==> config.mk <==
export PLATFORM = sky130hd
export DESIGN_NAME = count_bcd_converter
export DESIGN_NICKNAME = d
export VERILOG_FILES = /design/src/rtl/count_bcd_converter_pkg.sv /design/src/rtl/bcd_digit_adj.sv /design/src/rtl/count_bcd_converter.sv
export SDC_FILE = /design/constraint.sdc
export NUM_CORES = 1
export LEC_CHECK = 0
export ABC_CLOCK_PERIOD_IN_PS = 2050
export CORE_ASPECT_RATIO = 2
export CORE_MARGIN = 2
export CORE_UTILIZATION = 35
export CTS_BUF_LIST = sky130_fd_sc_hd__clkbuf_4
export CTS_CLUSTER_SIZE = 10
export DETAILED_ROUTE_END_ITERATION = 7
export GPL_TIMING_DRIVEN = 1
export HOLD_SLACK_MARGIN = 0.15
export REMOVE_ABC_BUFFERS = 1
export SLEW_MARGIN = 5
export SYNTH_ARGS = -nofsm -noshare
export SYNTH_HDL_FRONTEND = slang
export SYNTH_SLANG_ARGS = --single-unit
==> constraint.sdc <==
create_clock -name clk -period 2.05 [get_ports clk]
set_input_delay 0.615 -clock clk [delete_from_list [all_inputs] [get_ports clk]]
set_output_delay 0.615 -clock clk [all_outputs]
set_load 0.005 [all_outputs]
==> src/rtl/count_bcd_converter_pkg.sv <==
// Shared types and sizes for the 8-bit binary to 3-digit BCD converter.
package count_bcd_converter_pkg;

  localparam int BIN_W   = 8;
  localparam int DIGITS  = 3;
  localparam int DIGIT_W = 4;
  localparam int BCD_W   = 12;
  localparam int ITER_W  = 3;

  localparam logic [ITER_W-1:0] ITER_LAST = 3'd7;

  typedef enum logic [1:0] {
    IDLE  = 2'd0,
    SHIFT = 2'd1,
    DONE  = 2'd2
  } state_e;

endpackage

==> src/rtl/bcd_digit_adj.sv <==
// Double-dabble digit correction: add 3 to a BCD digit of 5 or more before the shift.
module bcd_digit_adj
  import count_bcd_converter_pkg::*;
(
  input  logic [DIGIT_W-1:0] digit_in,
  output logic [DIGIT_W-1:0] digit_out
);

  always_comb begin
    digit_out = digit_in;
    if (digit_in >= 4'd5) begin
      digit_out = digit_in + 4'd3;
    end
  end

endmodule

==> src/rtl/count_bcd_converter.sv <==
// Sequential shift-and-add-3 converter: one sample every 10 cycles, result 8 cycles after capture.
module count_bcd_converter
  import count_bcd_converter_pkg::*;
#(
  parameter int CHANGE_ONLY = 0
) (
  input  logic             clk,
  input  logic             rst,
  input  logic [BIN_W-1:0] count_in,
  input  logic             in_valid,
  output logic             in_ready,
  output logic [BCD_W-1:0] bcd_out,
  output logic             out_valid
);

  state_e            state;
  state_e            state_nxt;
  logic [BIN_W-1:0]  shift_reg;
  logic [BIN_W-1:0]  shift_nxt;
  logic [BIN_W-1:0]  last_val;
  logic [BCD_W-1:0]  work;
  logic [BCD_W-1:0]  work_adj;
  logic [BCD_W-1:0]  work_nxt;
  logic [ITER_W-1:0] iter;
  logic              hist_valid;
  logic              accept;
  logic              repeat_hit;
  logic              start;
  logic              last_iter;

  for (genvar d = 0; d < DIGITS; d++) begin : g_digit
    bcd_digit_adj u_adj (
      .digit_in  (work[DIGIT_W*d +: DIGIT_W]),
      .digit_out (work_adj[DIGIT_W*d +: DIGIT_W])
    );
  end

  assign {work_nxt, shift_nxt} = {work_adj, shift_reg} << 1;

  assign in_ready   = (state == IDLE);
  assign out_valid  = (state == DONE);
  assign accept     = in_valid && in_ready;
  // A repeated value is still consumed (handshake completes) but no conversion starts.
  assign repeat_hit = (CHANGE_ONLY != 0) && hist_valid && (count_in == last_val);
  assign start      = accept && !repeat_hit;
  assign last_iter  = (iter == ITER_LAST);

  always_ff @(posedge clk or posedge rst) begin
    if (rst) begin
      state <= IDLE;
    end else begin
      state <= state_nxt;
    end
  end

  always_comb begin
    state_nxt = state;
    case (state)
      IDLE:    if (start) state_nxt = SHIFT;
      SHIFT:   if (last_iter) state_nxt = DONE;
      DONE:    state_nxt = IDLE;
      default: state_nxt = IDLE;
    endcase
  end

  always_ff @(posedge clk or posedge rst) begin
    if (rst) begin
      shift_reg  <= '0;
      work       <= '0;
      iter       <= '0;
      bcd_out    <= '0;
      last_val   <= '0;
      hist_valid <= 1'b0;
    end else if (start) begin
      shift_reg  <= count_in;
      work       <= '0;
      iter       <= '0;
      last_val   <= count_in;
      hist_valid <= 1'b1;
    end else if (state == SHIFT) begin
      shift_reg <= shift_nxt;
      work      <= work_nxt;
      iter      <= iter + 3'd1;
      if (last_iter) begin
        bcd_out <= work_nxt;
      end
    end
  end

endmodule

* Yosys cells after proc, flatten, opt, wreduce, memory -nomap -nowiden
Index checks and enable logic that the tools add are counted.
Widths: inputs -> output; s select.
** Word-level totals
- Register bits :: 37
- Output and inout port bits :: 14
- Logic and storage cells :: 35
** Operators by class
- $add $sub $neg :: 4
- Order comparisons :: 3
- Equality and inequality tests :: 5
- Multiplexer cells :: 12
- Bitwise operators :: 1
- Reduce and logical (&&, ||, !) cells :: 5
** Operators by type and width (count)
- $mux 12 :: 2
- $mux 8 :: 2
- $ge 4x3->1 const B :: 3
- $mux 3 :: 3
- $add 4x2->4 const B :: 2
- $mux 4 :: 2
- $mux 2 :: 2
- $pmux 2 s2 :: 1
- $add 3x1->3 const B :: 1
- $add 3x2->3 const B :: 1
- $eq 3x3->1 const B :: 1
- $reduce_and 3->1 :: 1
- $eq 2x1->1 const B :: 1
- $eq 2x2->1 const B :: 1
- $logic_not 2->1 :: 1
- $ne 2x1->1 const B :: 1
- $ne 2x2->1 const B :: 1
- $reduce_and 2->1 :: 1
- $reduce_bool 2->1 :: 1
- $logic_and 1x1->1 :: 1
- $not 1->1 :: 1

* Logic depth before layout (Yosys ltp)
- Depth in word-level cells :: 4
- Gate-level depth with buffers :: 7
- Gate-level depth less buffers :: 6

* By module
A second synthesis with hierarchy kept.
** Unflattened totals
- Cell total of the unflattened synthesis :: 160
- Area, all modules :: 1828.0 µm²
** By module, submodules not included
- count_bcd_converter :: instances 1, cells an instance 112, area an instance 1524.0 µm²
- bcd_digit_adj :: instances 3, cells an instance 16, area an instance 101.3 µm²

* Worst setup path after synthesis
Ideal clock, no wire load.
- Path type :: flip-flop to flip-flop
- From :: register work[4]
- To :: register work[6]
- Library setup time :: 0.083 ns
- Arrival :: 1.423 ns
- Data required time :: 1.967 ns
- Slack :: 0.544 ns
- Cell stages (with the launch flop) :: 7
- Path buffers :: 0
- Clock period less this slack :: 1.506 ns
- Cells stage by stage :: dfrtp_1 -> inv_1 -> ha_1 -> nand2b_1 -> a21oi_1 -> mux2_2 -> o21ai_0
** On the way
- Word-level cells in the longest chain between the ends :: 4
- Elaborated cells between the ends (all ways) :: 5
- Those cells by class :: add/sub (1); order compare (1); mux (3)
** Ends and longest elaborated chain
- from (decl) :: RTL line count_bcd_converter.sv:21 : logic [BCD_W-1:0] work;
- from (signal assigned) :: RTL line count_bcd_converter.sv:82 : work <= work_nxt;
- $add 4x2->4 or $ge 4x3->1 (tied branches) :: RTL line bcd_digit_adj.sv:12, bcd_digit_adj.sv:11
- $mux 4 (*) :: RTL line bcd_digit_adj.sv:11 : if (digit_in >= 4'd5) begin
- $mux 12 (*) :: RTL line count_bcd_converter.sv:80 : end else if (state == SHIFT) begin
- $mux 12 (*) :: RTL line count_bcd_converter.sv:74 : end else if (start) begin
Mark *: on every way between the ends. The rest lies on a longest branch, timed or not. The select of a mux whose other input is x is not followed.
A chain may end at the register's enable or synchronous reset.

* Final worst setup path
- From :: register state[1]
- To :: output in_ready
** On the way
- Word-level cells in the longest chain between the ends :: 1
** Ends and longest elaborated chain
- from (decl) :: RTL line count_bcd_converter.sv:16 : state_e state;
- from (signal assigned) :: RTL line count_bcd_converter.sv:52 : state <= state_nxt;
- $logic_not 2->1 :: RTL line count_bcd_converter.sv:40 : assign in_ready = (state == IDLE);
- to (decl) :: RTL line count_bcd_converter.sv:11 : output logic in_ready,
No other way between the ends.

==> impl_metrics.env <==
export IMPL_outcome="completed"
export IMPL_period_needed_ps=1990
export IMPL_coreArea_um2=4860
export IMPL_fmaxAchievable_mhz=503
export IMPL_synth_cell_types=28
export IMPL_hold_path_class="reg -> reg"
export IMPL_clk_pin_slew_ps=100
export IMPL_power_leakage_nw=0.967
export IMPL_synth_sequential_area_ratio_pct=52.3
export IMPL_pwr_share_comb_pct=47.2
export IMPL_path_max_fanout=3
export IMPL_r2r_start="work[4]"
export IMPL_ant_nets=0
export IMPL_switching_share_pct=36.8
export IMPL_yosys_area_top_type="dfrtp_1"
export IMPL_io_pins=25
export IMPL_seqCellArea_um2=926
export IMPL_finalCritPeriodShare_pct=96.9
export IMPL_fin_area_um2=2150
export IMPL_skew_ps=11.7
export IMPL_grt_max_degree=38
export IMPL_rows=36
export IMPL_synth_area_um2=1770
export IMPL_p_per_area_nw_per_um2=1440
export IMPL_insertion_delay_ps=350
export IMPL_cpPeakStageDelay_ps=510
export IMPL_n_fill_cell=505
export IMPL_grt_usage_pct=14.9
export IMPL_drt_iter0_markers=20
export IMPL_initial_core_util_pct=36.4
export IMPL_cp_startpoint="state[1]"
export IMPL_crit_chain="nor2_1 > clkdlybuf4s50_1"
export IMPL_drc_errors=0
export IMPL_cp_slowest_cell="clkdlybuf4s50_1"
export IMPL_worst_setup_path_end_kind="output port"
export IMPL_p_int_mw=1.95
export IMPL_fin_util_pct=44.2
export IMPL_port_buffers=24
export IMPL_grt_pass1_vias=1337
export IMPL_slew_headroom_pct=81.9
export IMPL_cp_buffers_inverters=1
export IMPL_antenna_found_initial=0
export IMPL_netlist_instances=170
export IMPL_pwr_share_clk_pct=11.9
export IMPL_tightest_slew_ps=272
export IMPL_cp_required_ps=1430
export IMPL_seqPwrFrac_pct=40.9
export IMPL_dieArea_um2=5680
export IMPL_grt_overflow=0
export IMPL_switchingPower_mw=1.14
export IMPL_cts_buffers=5
export IMPL_path_delay_family="buffers and inverters"
export IMPL_hold_viol=0
export IMPL_critPathKind="reg -> out"
export IMPL_crit_path_start_kind="flip-flop"
export IMPL_grt_pass1_wl_mm=6.09
export IMPL_setup_violations=0
export IMPL_hpwl_mm=2.50
export IMPL_wl_mm=3.45
export IMPL_synth_avg_cell_area_um2=10.4
export IMPL_ys_seq_elements=37
export IMPL_cp_arrival_ps=1370
export IMPL_min_from="bcd_out[9]"
export IMPL_n_antenna_cell=0
export IMPL_die_h_um=105
export IMPL_avgRoutedWirePerCell_um=13.4
export IMPL_cts_root_buf="clkbuf_4"
export IMPL_gp_congestion=0.770
export IMPL_drv_cap=0
export IMPL_vias=1286
export IMPL_worst_ir_drop_vdd_mv=0.997
export IMPL_setup_tns_ps=0
export IMPL_multi_input_area_um2=758
export IMPL_place_area_um2=2090
export IMPL_die_x_um=54.3
export IMPL_vias_per_cell=5.00
export IMPL_firstDrtPassIters=3
export IMPL_drv_slew=0
export IMPL_rsz0062_at_grt="false"
export IMPL_final_layout_size_suffix_gt1_share_pct=11.0
export IMPL_final_nets=219
export IMPL_synth_top_cell_area_share_pct=52.3
export IMPL_r2r_setup_slack_ps=370
export IMPL_hold_slack_ps=483
export IMPL_cts_sinks=37
export IMPL_h_tree_depth=2
export IMPL_cts_max_path_buffers=2
export IMPL_area_delta_synth_final_pct=21.3
export IMPL_yosys_warnings=0
export IMPL_synthTopCellsByArea="dfrtp_1, o21ai_0, nand2_1"
export IMPL_cts_tree="done"
==> synth_stat cells <==
cell	instances
a22o_1	7
o21ai_1	3
a31oi_1	1
nor3b_1	3
a22oi_1	7
o22ai_1	1
dfrtp_1	37
nor2b_1	1
o21a_1	1
inv_1	8
mux2i_1	1
ha_1	8
mux2_4	3
nor2_1	5
a21oi_1	8
nand2_8	1
xnor2_1	3
clkbuf_1	2
inv_4	1
a21oi_2	1
mux2_2	2
buf_2	2
o21bai_2	1
buf_6	3
nand2b_1	5
nor2b_4	1
nand2_1	30
o21ai_0	24
==> area by class of cell <==
| cell class | count | area share, % |
|---|---|---|
| timing repair buffer | 30 | 14.4 |
| inverter | 9 | 1.69 |
| multi-input combinational | 117 | 35.3 |
| sequential | 37 | 43.1 |
| clock buffer | 6 | 2.10 |
| clock inverter | 1 | 0.175 |
| tap | 57 | 3.32 |
==> worst reg2reg max path: stages (launching register included) <==
cell and delay (ps):
dfrtp_1 430, inv_1 100, ha_1 220, nand2b_1 90, a21oi_1 240, mux2_2 390
o21ai_0 140
==> power groups by stage <==
stage	clock network, mW	registers, mW	logic (mW)
after floorplan	0	1.27	0.933
after global placement	0	1.28	1.45
after detailed placement	0	1.28	1.48
after CTS	0.386	1.27	1.49
after global routing	0.403	1.32	1.67
final	0.367	1.26	1.46
==> routing by layer <==
metal,part of all wire (%),vias up,routed length [µm],global-route usage [%]
li1,-,646,-,-
met4,3.4,0,116,8.57
met5,0,-,0,0
met3,3.0,8,104,3.43
met1,40,609,1370,15.5
met2,54,23,1860,25.4
==> through the flow <==
stage | std cells | setup WS [ps] | total power [mW]
after floorplan | 163 | 544 | 2.20
after global placement | 249 | 322 | 2.73
after detailed placement | 249 | 240 | 2.76
after CTS | 257 | 29.1 | 3.14
after global routing | 257 | 1.56 | 3.39
final | 257 | 63.0 | 3.09
==> logic make-up (layout without fill, tap and decap cells) <==
| group | Yosys count | after routing | synth area share (%) |
|---|---|---|---|
| AO/OA/AOI/OAI | 54 | 54 | 18.6 |
| XOR/XNOR | 3 | 3 | 1.48 |
| adder cells (fa/ha/maj) | 8 | 8 | 5.65 |
| buffers and inverters | 16 | 46 | 4.94 |
| flip-flops | 37 | 37 | 52.3 |
| multiplexers | 6 | 6 | 4.38 |
| AND/OR/NAND/NOR | 46 | 46 | 12.7 |
==> cells in the final DEF (no fill, tap or decap), drive strengths merged, types with 2 or more instances in the layout <==
cell type / n
nor2b: 2
nand2: 31
inv: 9
o21ai: 27
ha: 8
a22o: 7
clkbuf: 6
xnor2: 3
nor3b: 3
nor2: 5
clkdlybuf4s50: 23
dfrtp: 37
a21oi: 9
a22oi: 7
nand2b: 5
mux2: 5
buf: 6
==> worst paths after layout <==
check	to	cells after the start
min in group asynchronous	work[4]	3
max in group asynchronous	work[7]	3
worst min register to register	bcd_out[9]	2
worst min-delay path	bcd_out[9]	2
worst max register to register	work[6]	6
worst max-delay path	in_ready	2
==> repair_timing <==
item,4_1_cts,5_1_grt
hold buffers,0,0
setup buffers,1,0
setup endpoints to repair,1,0
gates resized for setup,1,0
No activity file was read; power rests on OpenSTA's default activity.
